--- src/rtl/dram_arb_pkg.sv ---
// Shared types and constants for the dram arbiter slice.
package dram_arb_pkg;

    // Sequencer states: one RAM access per grant.
    typedef enum logic [1:0] {
        IDLE,
        ISSUE,
        WAIT,
        ACK
    } state_t;

    localparam int ADDR_W_DEF = 11;
    localparam int DATA_W_DEF = 16;

    // Master indices as used by the grant logic.
    localparam logic M0 = 1'b0;
    localparam logic M1 = 1'b1;

endpackage : dram_arb_pkg

--- src/rtl/dram_arbiter_rr_arb2.sv ---
// Two-input grant selector: round-robin or fixed priority (master 0 first).
module rr_arb2
    import dram_arb_pkg::*;
#(
    parameter bit FIXED_PRIO = 1'b0
) (
    input  logic       clk,
    input  logic       rst,
    input  logic [1:0] req,
    input  logic       grant_en,
    output logic       gnt_idx
);

    logic last_grant;

    // Pick the winner; only true contention consults last_grant.
    always_comb begin
        // NOTE: default first so every path assigns gnt_idx and no latch is inferred.
        gnt_idx = M0;
        if (req == 2'b11) begin
            gnt_idx = FIXED_PRIO ? M0 : ~last_grant;
        end else if (req[1]) begin
            gnt_idx = M1;
        end
    end

    // Remember who won the last contended grant; uncontested grants leave it alone
    // so the loser of the previous contention is favoured next time.
    always_ff @(posedge clk or posedge rst) begin
        // NOTE: non-blocking assignments for all clocked state avoid simulation races.
        if (rst) begin
            last_grant <= M1;
        end else if (grant_en && (req == 2'b11)) begin
            last_grant <= gnt_idx;
        end
    end

endmodule : rr_arb2

--- src/rtl/dram_arbiter.sv ---
// Two-master req/ack arbiter and sequencer for the single-port data RAM.
module dram_arbiter
    import dram_arb_pkg::*;
#(
    parameter int ADDR_W     = ADDR_W_DEF,
    parameter int DATA_W     = DATA_W_DEF,
    parameter int RD_LATENCY = 1,
    parameter int FIXED_PRIO = 0
) (
    input  logic              clk,
    input  logic              rst,
    input  logic              m0_req,
    input  logic              m0_rnw,
    input  logic [ADDR_W-1:0] m0_addr,
    input  logic [DATA_W-1:0] m0_wdata,
    output logic              m0_ack,
    output logic [DATA_W-1:0] m0_rdata,
    input  logic              m1_req,
    input  logic              m1_rnw,
    input  logic [ADDR_W-1:0] m1_addr,
    input  logic [DATA_W-1:0] m1_wdata,
    output logic              m1_ack,
    output logic [DATA_W-1:0] m1_rdata,
    output logic [ADDR_W-1:0] ram_address,
    output logic [DATA_W-1:0] ram_write_data,
    input  logic [DATA_W-1:0] ram_read_data,
    output logic              ram_read_not_write,
    output logic              ram_cs
);

    state_t      state;
    logic        gnt;       // master owning the current access
    logic        lat_rnw;   // direction latched at grant
    logic [1:0]  wait_cnt;  // remaining read-latency cycles
    logic        gnt_idx;
    logic        sel_rnw;
    logic [ADDR_W-1:0] sel_addr;
    logic [DATA_W-1:0] sel_wdata;

    rr_arb2 #(
        .FIXED_PRIO(FIXED_PRIO != 0)
    ) u_arb (
        .clk     (clk),
        .rst     (rst),
        .req     ({m1_req, m0_req}),
        .grant_en(state == IDLE),
        .gnt_idx (gnt_idx)
    );

    // Request fields of the master about to be granted.
    assign sel_rnw   = (gnt_idx == M1) ? m1_rnw   : m0_rnw;
    assign sel_addr  = (gnt_idx == M1) ? m1_addr  : m0_addr;
    assign sel_wdata = (gnt_idx == M1) ? m1_wdata : m0_wdata;

    // Sequencer: grant, one-cycle RAM strobe, read wait, one-cycle ack.
    // ram_address/ram_write_data double as the latched request and hold between accesses.
    always_ff @(posedge clk or posedge rst) begin
        if (rst) begin
            state              <= IDLE;
            gnt                <= M0;
            lat_rnw            <= 1'b1;
            wait_cnt           <= '0;
            ram_cs             <= 1'b0;
            ram_read_not_write <= 1'b1;
            ram_address        <= '0;
            ram_write_data     <= '0;
            m0_ack             <= 1'b0;
            m1_ack             <= 1'b0;
            m0_rdata           <= '0;
            m1_rdata           <= '0;
        end else begin
            m0_ack <= 1'b0;
            m1_ack <= 1'b0;
            case (state)
                IDLE: begin
                    if (m0_req || m1_req) begin
                        gnt                <= gnt_idx;
                        lat_rnw            <= sel_rnw;
                        ram_address        <= sel_addr;
                        ram_write_data     <= sel_wdata;
                        ram_read_not_write <= sel_rnw;
                        ram_cs             <= 1'b1;
                        state              <= ISSUE;
                    end
                end
                ISSUE: begin
                    ram_cs             <= 1'b0;
                    ram_read_not_write <= 1'b1;
                    wait_cnt           <= 2'(RD_LATENCY - 1);
                    if (lat_rnw) begin
                        state <= WAIT;
                    end else begin
                        state <= ACK;
                        if (gnt == M1) m1_ack <= 1'b1;
                        else           m0_ack <= 1'b1;
                    end
                end
                WAIT: begin
                    if (wait_cnt == 2'd0) begin
                        state <= ACK;
                        if (gnt == M1) begin
                            m1_rdata <= ram_read_data;
                            m1_ack   <= 1'b1;
                        end else begin
                            m0_rdata <= ram_read_data;
                            m0_ack   <= 1'b1;
                        end
                    end else begin
                        wait_cnt <= wait_cnt - 2'd1;
                    end
                end
                ACK: begin
                    state <= IDLE;
                end
                default: begin
                    state <= IDLE;
                end
            endcase
        end
    end

endmodule : dram_arbiter

--- config.mk ---
export PLATFORM = sky130hd
export DESIGN_NAME = dram_arbiter
export DESIGN_NICKNAME = d
export VERILOG_FILES = /design/src/rtl/dram_arb_pkg.sv /design/src/rtl/dram_arbiter_rr_arb2.sv /design/src/rtl/dram_arbiter.sv
export SDC_FILE = /design/constraint.sdc
export NUM_CORES = 1
export LEC_CHECK = 0
export ABC_AREA = 1
export CAP_MARGIN = 20
export CORE_MARGIN = 3
export CORE_UTILIZATION = 30
export DETAILED_ROUTE_END_ITERATION = 12
export GPL_TIMING_DRIVEN = 0
export HOLD_SLACK_MARGIN = 0.15
export PLACE_DENSITY = 0.6
export SLEW_MARGIN = 30
export SYNTH_ARGS = -nofsm -noshare
export SYNTH_HDL_FRONTEND = slang
export SYNTH_SLANG_ARGS = --single-unit
--- constraint.sdc ---
create_clock -name clk -period 2.45 [get_ports clk]
set_input_delay 0.6125 -clock clk [delete_from_list [all_inputs] [get_ports clk]]
set_output_delay 0.6125 -clock clk [all_outputs]
set_load 0.01 [all_outputs]
After elaboration in Yosys (flattened, before gate mapping)
Cells that the tools add are included.
{"block": "classes", "n_eq_ne": 7, "div_mod_pow": 0, "n_shift": 0, "magnitude_cmp": 0, "muxes": 23, "mul": 0, "n_reduce_logical": 12, "n_addsub": 1, "bitwise_logic": 2}
{"cell": "2-to-1 mux 16 bit", "n": 1}
{"cell": "2-to-1 mux 1 bit", "n": 12}
{"cell": "2-to-1 mux 11 bit", "n": 1}
{"cell": "one-hot mux 1 bit (2 select lines)", "n": 4}
{"cell": "one-hot mux 2 bit (4 select lines)", "n": 1}
{"cell": "AND reduction 2 bit", "n": 4}
{"cell": "== test 2 bit, second input constant", "n": 3}
{"cell": "2-to-1 mux 2 bit", "n": 3}
{"cell": "!= test 2 bit, second input constant", "n": 3}
{"cell": "AND reduction 3 bit", "n": 2}
{"cell": "zero test 2 bit", "n": 2}
{"cell": "one-hot mux 2 bit (2 select lines)", "n": 1}
{"cell": "nonzero test 2 bit", "n": 2}
{"cell": "== test 2 x 1 -> 1 bit, second input constant", "n": 1}
{"cell": "NOT 1 bit", "n": 2}
{"cell": "subtractor 2 x 1 -> 2 bit, second input constant", "n": 1}
{"cell": "logical AND 1 bit", "n": 1}
{"cell": "logical OR 1 bit", "n": 1}
{"block": "totals", "word_cells": 58, "latch_bits": 0, "ram_bits": 0, "regBits": 70, "output_inout_bits": 63, "mem_count": 0, "mem_bits_ro": 0}

Logic depth before layout (Yosys ltp)
{"block": "logic_depth", "ltp_word": 5, "mapped_depth": 8, "mapped_depth_nobuf": 8}

By module
A second synthesis with hierarchy kept.
{"block": "unflattened", "hier_cells": 399, "area_unflattened_um2": 3136.8}
{"module": "dram_arbiter", "area_per_inst_um2": 3076.7, "seq_area_each_um2": 1729.2, "cells_per_inst": 391, "n_inst": 1}
{"module": "rr_arb2", "area_per_inst_um2": 60.1, "seq_area_each_um2": 26.3, "cells_per_inst": 8, "n_inst": 1}

Worst setup path after synthesis
Ideal clock, no wire load.
{"block": "synth_path", "path_kind": "register to register", "start": "register state[0]", "end": "register ram_address[10]", "stages_incl_launch_ff": 9, "arrival_time_ps": 1222, "slack_ps": 1111, "t_required_ps": 2334, "path_buffers": 2, "setup_time_ps": 116, "path_cell_list": "dfrtp_1 -> inv_1 -> ha_1 -> inv_1 -> nor2_4 -> buf_4 -> buf_6 -> nand2_1 -> nand2_1"}
{"block": "synth_via", "elab_chain_len": 2}
{"item": "from (decl)", "line": "dram_arbiter.sv:31", "text": "state_t state;"}
{"item": "from (signal assigned)", "line": "dram_arbiter.sv:59", "text": "state <= IDLE;"}
{"item": "from (signal assigned)", "line": "dram_arbiter.sv:83", "text": "state <= ISSUE;"}
{"item": "from (signal assigned)", "line": "dram_arbiter.sv:91", "text": "state <= WAIT;"}
{"item": "zero test 2 bit", "line": "dram_arbiter.sv:74", "text": "case (state)"}
{"item": "AND reduction 2 bit (no source line)"}
{"item": "to (signal assigned)", "line": "dram_arbiter.sv:79", "text": "ram_address <= sel_addr;"}
{"item": "to (decl)", "line": "dram_arbiter.sv:24", "text": "output logic [ADDR_W-1:0] ram_address,"}
Every way passes these cells.
A chain may end at the register's enable or synchronous reset.

Worst setup path in the final report
{"block": "layout_path", "start": "register ram_read_not_write", "end": "output port ram_read_not_write"}
{"item": "from (decl)", "line": "dram_arbiter.sv:27", "text": "output logic ram_read_not_write,"}
{"item": "from (signal assigned)", "line": "dram_arbiter.sv:81", "text": "ram_read_not_write <= sel_rnw;"}
No word-level cell between the ends.

==> impl_metrics.yaml <==
critical_path:
  worstSetupEndpointType: "output port"
  setup.worst_path.class: "register to output port"
  crit_buf_inv: 1
  r2r_end: "ram_write_data[3]"
  slowest_delay_ns: 0.53
  crit_chain: "clkdlybuf4s50_1"
  crit_family: "flip-flops"
  cpMaxStageDelayCell: "dfstp_2"
  rrSetupSlack_ns: 0.89
  crit_required_ns: 1.84
  rr_startpoint: "state[0]"
  cp-start-kind: "register"
  reg2reg_depth: 8
  arrival_ns: 1.41
  worstPathMaxFanout: 2
layout:
  fill_cells: 1054
  seqCellArea_um2: 1755
  drive_above_1_share_pct: 7.762
  area_growth_pct: 55.14
  final_util_pct: 48.07
  num-nets-final: 631
  multi_input_area_um2: 1197
  post-route-cell-area_um2: 4985
  n_antenna_cell: 0
logic_synthesis:
  netlist.area_leader.share_pct: 52.18
  yosys-top-cells-count: "nand2_1, dfrtp_1, o21ai_0"
  synth_cells: 399
  synth_most_common_cell: "nand2_1"
  synth_edf_count: 0
  synthesis.nets: 481
  synth_seq_area_share_pct: 54.63
  synth_seq_cells: 70
  synth_cell_type_count: 17
  synth_warnings: 0
  synthArstFlopShare_pct: 100.0
  synthesis.area_um2: 3213
  synthTopCellsByArea: "dfrtp_1, nand2_1, o21ai_0, nand3_1, inv_1"
  syn_avg_cell_area_um2: 8.053
  yosysTopAreaCell: "dfrtp_1"
  synthFlopType: "dfrtp_1"
clocking:
  htreeDepth: 3
  clk_latency_ns: 0.35
  cts_resized: 0
  root_buffer: "clkbuf_8"
  path_clk_slew_ns: 0.08
  cts_tree: "done"
  cts_made_buffers: 9
  post_cts_buffers: 0
  cts_sinks: 70
  cts_hold_buf: 0
  clockBufferDepth: 2
timing:
  final.period_utilization_pct: 82.49
  fin_setup_tns_ns: 0
  timing.slew.headroom_pct: 80.66
  setup_viol: 0
  finClkSkew_ns: 0.01178
  report.final.slew_viol_count: 0
  period_needed_ns: 2.021
  worstMarginPinSlew_ns: 0.2901
  rsz0062_at_grt: "false"
  worst_hold_slack_ns: 0.4785
  hold_violations: 0
  fmax_mhz: 494.8
die:
  core_um2: 10370
  start_util_pct: 30.98
  die_h_um: 109.5
  io_pins: 139
  die_area_um2: 11990
  die_w_um: 109.5
  rows: 37
power:
  power_density_nw_per_um2: 1148
  power_leakage_nw: 2.451
  vdd_ir_drop_max_mv: 0.4618
global_routing:
  gr-total-overflow: 0
  grt_pass1_wl_mm: 15.02
  antenna_found_initial: 0
  grt_usage_pct: 16.16
  grt_max_degree: 51
  first_global_vias: 3072
drt:
  drtIter0Drc: 142
  drtAntennaViolNets: 0
  wl_mm: 9.063
  dr_total_vias: 3077
  drc_errors: 0
  wl_per_cell_um: 13.13
  first_pass_iters: 4
  viasPerCell: 4.459
worst_hold_path:
  whs_path_depth: 2
  hp-class: "register to register"
  hold_start: "u_arb.last_grant"
  holdPathEnd: "u_arb.last_grant"
placement:
  port_buffers: 138
  hpwl_mm: 6.975
  routabilityCongestion: 0.8323
  placed_area_um2: 4795
run:
  maxCapViolations: 0
status:
  status: "completed"
cell families (layout without fill, tap and decap cells):
kind of cell,Yosys count,count (layout),synth area share (%)
AND/OR/NAND/NOR,227,227,28.23
flip-flops,70,70,54.63
buffers and inverters,53,208,8.099
AO/OA/AOI/OAI,43,43,6.698
adder cells (fa/ha/maj),6,6,2.336
cells in the final DEF (no fill, tap or decap), types with 3 or more instances in the layout:
cell type	instances
nand3_1	36
dfrtp_1	67
clkbuf_8	9
buf_6	4
buf_4	4
dfstp_2	3
clkdlybuf4s50_1	138
buf_2	11
inv_1	30
o21ai_0	38
a21oi_1	3
nand2_1	188
ha_1	6
worst max path at each step:
stage / cells after the start / endpoint / start
after floorplan: 1 / gnt / rst
after global placement: 2 / ram_address[7] / rst
after detailed placement: 8 / ram_write_data[11] / m0_req
after CTS: 1 / ram_read_not_write / ram_read_not_write
after global routing: 1 / ram_read_not_write / ram_read_not_write
final: 1 / ram_read_not_write / ram_read_not_write
report_power, final:
group	internal [mW]	switching (mW)	total, mW
Sequential	1.72	0.308	2.03
Clock	0.473	0.445	0.917
Combinational	1.42	1.36	2.77
state kept, by name, summed over array words and instances, names as in the netlist, 2 cells and up:
name	flops
m0_rdata	16
wait_cnt	2
m1_rdata	16
state	2
ram_write_data	16
ram_address	11
layout make-up:
cell class / count / share of cell area (%)
clock inverters: 5 / 1.180
well taps: 136 / 3.414
flip-flops and latches: 70 / 35.22
inverters: 32 / 2.460
plain buffers: 21 / 2.811
multi-input cells: 276 / 24.02
repair buffers: 139 / 28.26
clock buffers: 11 / 2.636
per-layer routing:
| layer | vias up | global-route usage (%) | part of all wire [%] |
|---|---|---|---|
| li1 | 1541 | - | - |
| met1 | 1393 | 20.24 | 43 |
| met2 | 134 | 25.07 | 44 |
| met3 | 9 | 7.164 | 12 |
| met4 | 0 | 5.076 | 1.1 |
| met5 | - | 0 | 0 |
worst register-to-register path, delay by kind of cell, from the launching register on:
kind                       cells  cell delay [ns]
buffers and inverters          4             0.60
DFF                            1             0.41
and+or+nand+nor                3             0.26
adders and majority gates      1             0.23
stage by stage:
step                setup WS, ns  power, mW  std cells
global placement          -1.144      4.809        673
floorplan                0.07425      3.356        399
detailed placement        0.5344      4.865        674
global route              0.3805      6.238        690
CTS                       0.4034      5.809        690
finish                    0.4289      5.723        690
Note: power is estimated with default switching activity, not from simulation.
